$ cat src/rtl/time_display_scanner.sv
// Scans snapshotted hh.mm.ss onto a 6-digit active-low 7-seg display; outputs lag scan state by 1 clk.
// No backpressure: free-running scan, inputs sampled once per frame, mode_select sampled live.
module time_display_scanner #(
    parameter int SCAN_DIV  = 1000,
    parameter int BLINK_DIV = 2
) (
    input  logic       clk,
    input  logic       reset,
    input  logic [5:0] hour_in,
    input  logic [5:0] minute_in,
    input  logic [5:0] second_in,
    input  logic [1:0] mode_select,
    input  logic       enable_5hz,
    output logic [5:0] anode,
    output logic [6:0] segment,
    output logic       dp
);
    localparam int SW = $clog2(SCAN_DIV);
    localparam int BW = (BLINK_DIV > 1) ? $clog2(BLINK_DIV) : 1;

    logic [SW-1:0] scan_cnt;
    logic [2:0]    digit_idx;
    logic [BW-1:0] blink_cnt;
    logic          blink_phase;
    logic [5:0]    snap_hour, snap_minute, snap_second;

    logic          slot_end;
    logic [5:0]    field_val;
    logic          field_bad;
    logic [3:0]    digit_val;
    logic          blanked;
    logic          lit;
    logic [5:0]    anode_next;
    logic [6:0]    segment_next;
    logic          dp_next;

    function automatic logic [6:0] seg_encode(input logic [3:0] d);
        case (d)
            4'd0:    seg_encode = 7'h40;
            4'd1:    seg_encode = 7'h79;
            4'd2:    seg_encode = 7'h24;
            4'd3:    seg_encode = 7'h30;
            4'd4:    seg_encode = 7'h19;
            4'd5:    seg_encode = 7'h12;
            4'd6:    seg_encode = 7'h02;
            4'd7:    seg_encode = 7'h78;
            4'd8:    seg_encode = 7'h00;
            default: seg_encode = 7'h10;
        endcase
    endfunction

    assign slot_end = (scan_cnt == SW'(SCAN_DIV - 1));

    always_comb begin
        field_val = snap_second;
        field_bad = 1'b0;
        case (digit_idx[2:1])
            2'd0: begin
                field_val = snap_second;
                field_bad = (snap_second > 6'd59);
            end
            2'd1: begin
                field_val = snap_minute;
                field_bad = (snap_minute > 6'd59);
            end
            default: begin
                field_val = snap_hour;
                field_bad = (snap_hour > 6'd23);
            end
        endcase

        digit_val = digit_idx[0] ? 4'(field_val / 6'd10) : 4'(field_val % 6'd10);
        segment_next = field_bad ? 7'h3F : seg_encode(digit_val);

        // mode 01/10/11 selects field 0/1/2, i.e. digit pair (mode-1)
        blanked = blink_phase && (mode_select == (digit_idx[2:1] + 2'd1));
        lit = (scan_cnt != '0) && !blanked;
        anode_next = lit ? (6'h3F ^ (6'd1 << digit_idx)) : 6'h3F;
        dp_next = !(lit && (digit_idx == 3'd2 || digit_idx == 3'd4));
    end

    always_ff @(posedge clk) begin
        if (reset) begin
            scan_cnt    <= '0;
            digit_idx   <= '0;
            blink_cnt   <= '0;
            blink_phase <= 1'b0;
            snap_hour   <= '0;
            snap_minute <= '0;
            snap_second <= '0;
            anode       <= 6'h3F;
            segment     <= 7'h7F;
            dp          <= 1'b1;
        end else begin
            anode   <= anode_next;
            segment <= segment_next;
            dp      <= dp_next;

            if (slot_end) begin
                scan_cnt  <= '0;
                digit_idx <= (digit_idx == 3'd5) ? 3'd0 : digit_idx + 3'd1;
            end else begin
                scan_cnt <= scan_cnt + SW'(1);
            end

            // Latch on the last cycle of the frame so the next frame is coherent
            if (slot_end && digit_idx == 3'd5) begin
                snap_hour   <= hour_in;
                snap_minute <= minute_in;
                snap_second <= second_in;
            end

            if (enable_5hz) begin
                if (blink_cnt == BW'(BLINK_DIV - 1)) begin
                    blink_cnt   <= '0;
                    blink_phase <= ~blink_phase;
                end else begin
                    blink_cnt <= blink_cnt + BW'(1);
                end
            end
        end
    end
endmodule
$ cat config.mk
export PLATFORM = sky130hd
export DESIGN_NAME = time_display_scanner
export DESIGN_NICKNAME = d
export VERILOG_FILES = /design/src/rtl/time_display_scanner.sv
export SDC_FILE = /design/constraint.sdc
export NUM_CORES = 1
export LEC_CHECK = 0
export BUFFER_PORTS_ARGS = -buffer_cell sky130_fd_sc_hd__buf_2
export CORE_MARGIN = 1.5
export CORE_UTILIZATION = 50
export CTS_BUF_LIST = sky130_fd_sc_hd__clkbuf_4 sky130_fd_sc_hd__clkbuf_8 sky130_fd_sc_hd__clkbuf_16
export CTS_CLUSTER_DIAMETER = 200
export DETAILED_ROUTE_END_ITERATION = 6
export MAX_ROUTING_LAYER = met4
export PLACE_DENSITY = 0.82
export SLEW_MARGIN = 40
export SYNTH_ARGS = -nofsm -noshare
export SYNTH_HDL_FRONTEND = slang
export SYNTH_SLANG_ARGS = --single-unit
$ cat constraint.sdc
create_clock -name clk -period 3.9 [get_ports clk]
set_clock_uncertainty 0.05 [all_clocks]
set_input_delay 0.78 -clock clk [delete_from_list [all_inputs] [get_ports clk]]
set_output_delay 0.78 -clock clk [all_outputs]
set_load 0.05 [all_outputs]
==> reports/qor.csv <==
metric;value;unit
status;completed;
CP delay by family, top;compound AO/OA/AOI/OAI gates;
share of cells above drive strength 1;23.3;%
Root Buffer;clkbuf_8;
CP Buf/Inv Count;5;
diode count;0;
post-DR wirelength/cell;12.8;microns
Setup CP Type;reg2reg;
area grow syn2layout;15.7;%
cts bufs inserted;5;
CTS tree;done;
Crit Path Max Fanout;8;
RePlAce Congestion;0.881;
clk_lat worst skew;0.30;ns
number of flops mapped to enable cells by yosys;0;
Peak VDD IR;190;uV
GRT busiest layer;met2;
clk sinks;47;
CORE AREA;4720;sq um
met1 Resource Use GR;27.6;%
most frequent CP cell;inv_1;
initial drt markers;123;
CP endpoint kind;register;
Most used DFF post-synth;dfxtp_1;
antenna viol nets, final;0;
Worst Hold Class;reg2reg;
first-pass GRT wire length;8.74;mm
HPWL after detailed placement;3.78;mm
FP Rows;25;
placed cells;390;
startpoint types;register;
Pre-antenna DRT Iters;4;
Distinct cells, synth;60;
Vias/cell;5.32;
Tcrit/Tclk final;92.4;%
top-area cell type share of the netlist area;38.6;%
Die Ht;72.8;microns
reg-to-reg slack, setup;0.30;ns
share of flip-flops with an asynchronous set or reset;0;%
Max Cap Viol;0;
Rel. slew slack;54.0;%
Worst-Margin Slew;0.688;ns
synthesized cell area;2440;sq um
initial antenna violation count;0;
via count;2119;
fillcell total;419;
yosys warns;0;
global route total overflow;0;
IO Count;37;
syn_area_per_cell;8.38;sq um
Mapped Cells;291;
hold slack final;0.407;ns
arrival time worst endpoint;3.73;ns
Die Width;72.8;microns
worst path required time;4.02;ns
CP peak stage delay;0.40;ns
Mapped Nets;325;
H-tree levels;2;
post-synth top area cell;dfxtp_1;
DRC;0;
Post-Layout Cell Count;398;
Final min period;3.60;ns
clk buf depth;2;
vias in the first global route;1957;
met3 usage;4.28;%
pwr/cell area;309;nW/um^2
final setup TNS;0;ns
CTS clk-pin slew, worst paths;0.09;ns
final setup fails;0;
CP cell instances;inv_1 > ha_1 > buf_4 > a22oi_2 > nand2_2 > inv_2 > ha_2 > a21oi_1 > o22ai_1 > a211o_1 > a21oi_2 > o211ai_1 > and2_4 > inv_1 > ha_1 > inv_1 > a221oi_2 > o21ai_1;
drt total wl;5.09;mm
RSZ-0062 raised after global routing;false;
LEAKAGE;1.07;nW
Layout Nets;364;
# hold bufs at CTS;0;
Die Area;5300;sq um
port bufs;36;
top achievable clock speed;277;MHz
critical path's slowest cell;dfxtp_2;
initial core utilization;51.6;%
Synth Register Bits;47;
overall routing resource usage;21.6;%
Slew Limit Fails;0;
total power;0.871;mW
synth top area cells;dfxtp_1 (39%), nand2_1 (8.3%), ha_1 (5.6%), a21oi_1 (5.1%), nor2_1 (4.0%);
final hold viol count;0;
sequential-to-total area share from yosys stat;38.6;%
pin count of the biggest net entering global routing;30;
grt met2 use;34.7;%
[report_power, final]
part	leakage, nW	internal [mW]	switching [mW]
logic	0.635	0.0206	0.0387
clock network	0.0516	0.145	0.172
registers	0.383	0.489	0.00476
[per-stage QoR]
stage               utilization [%]  instance area, sq um  setup slack (ns)
floorplan                         -                  2440             0.181
detailed placement             57.4                  2710            0.0632
global placement               57.2                  2700             0.170
CTS                            59.5                  2810            0.0444
finish                         59.7                  2820             0.295
global route                   59.7                  2820            0.0233
[per-layer routing]
metal	vias to the layer above	wire, microns
met1	973	2470
met2	41	2390
met4	0	64
li1	1099	-
met3	6	170
met5	-	0
[worst paths after layout]
kind,startpoint,to,depth (start not counted)
worst max register to register,digit_idx[1],segment[4],18
worst min-delay path,snap_second[0],snap_second[0],2
worst max-delay path,digit_idx[1],segment[4],18
worst min register to register,snap_second[0],snap_second[0],2
[flip-flops by register name, summed over array words and instances, names as in the netlist]
| register | flops |
|---|---|
| scan_cnt | 10 |
| segment | 7 |
| anode | 6 |
| snap_hour | 6 |
| snap_minute | 6 |
| snap_second | 6 |
| digit_idx | 3 |
| blink_cnt | 1 |
| blink_phase | 1 |
| dp | 1 |
[layout make-up]
type / count / area, sq um / area share, %
timing repair buffer: 43 / 233 / 8.25
sequential: 47 / 942 / 33.4
multi-input combinational: 222 / 1430 / 50.5
tap: 67 / 83.8 / 2.97
clock buffer: 6 / 82.6 / 2.93
inverter: 11 / 41.3 / 1.46
clock inverter: 2 / 13.8 / 0.488
[layout by cell type, fill, tap and decap left out, types with 3 or more instances in the layout]
master and instances:
nand2_1 53, dfxtp_1 46, buf_2 36, nor2_1 25, a21oi_1 24, inv_1 10, xnor2_1 10, ha_1 10
nand3_1 8, buf_4 7, clkbuf_8 6, and3_1 5, o21ai_0 4, nor3_1 4, a31oi_1 4, xor2_1 4
a22o_1 3, a211oi_1 3, a211o_1 3, a22oi_1 3, or2_2 3, o211ai_1 3, and2_1 3, o21ai_1 3
nand4_1 3
[cells by family after synthesis]
kind of cell	count (synthesis)	share of synthesized area [%]
AND/OR/NAND/NOR	124	24.8
AO/OA/AOI/OAI	70	20.9
flip-flops	47	38.6
buffers and inverters	22	3.80
XOR/XNOR	14	5.03
adder cells (fa/ha/maj)	11	5.64
multiplexers	3	1.28
[worst register-to-register path, cell delays in order (launching register included)]
cell and delay (ns):
dfxtp_2 0.40, inv_1 0.09, ha_1 0.25, buf_4 0.18
a22oi_2 0.24, nand2_2 0.11, inv_2 0.08, ha_2 0.31
a21oi_1 0.14, o22ai_1 0.09, a211o_1 0.38, a21oi_2 0.18
o211ai_1 0.15, and2_4 0.23, inv_1 0.08, ha_1 0.14
inv_1 0.06, a221oi_2 0.24, o21ai_1 0.08
[cells in the mapped netlist (4+ instances only)]
master / number
and3_1: 5
xor2_1: 4
nor3_1: 4
a31oi_1: 4
ha_1: 11
clkbuf_1: 7
dfxtp_1: 47
xnor2_1: 10
and2_1: 4
o21ai_0: 4
inv_1: 10
nand2_1: 54
nand3_1: 8
a21oi_1: 25
nor2_1: 26
[what timing repair did]
item                                    4_1_cts  5_1_grt
buffers inserted                              0        0
gates resized for setup                       0        5
endpoints found under the setup margin        0        7
Power figures use the tool's default switching activity.
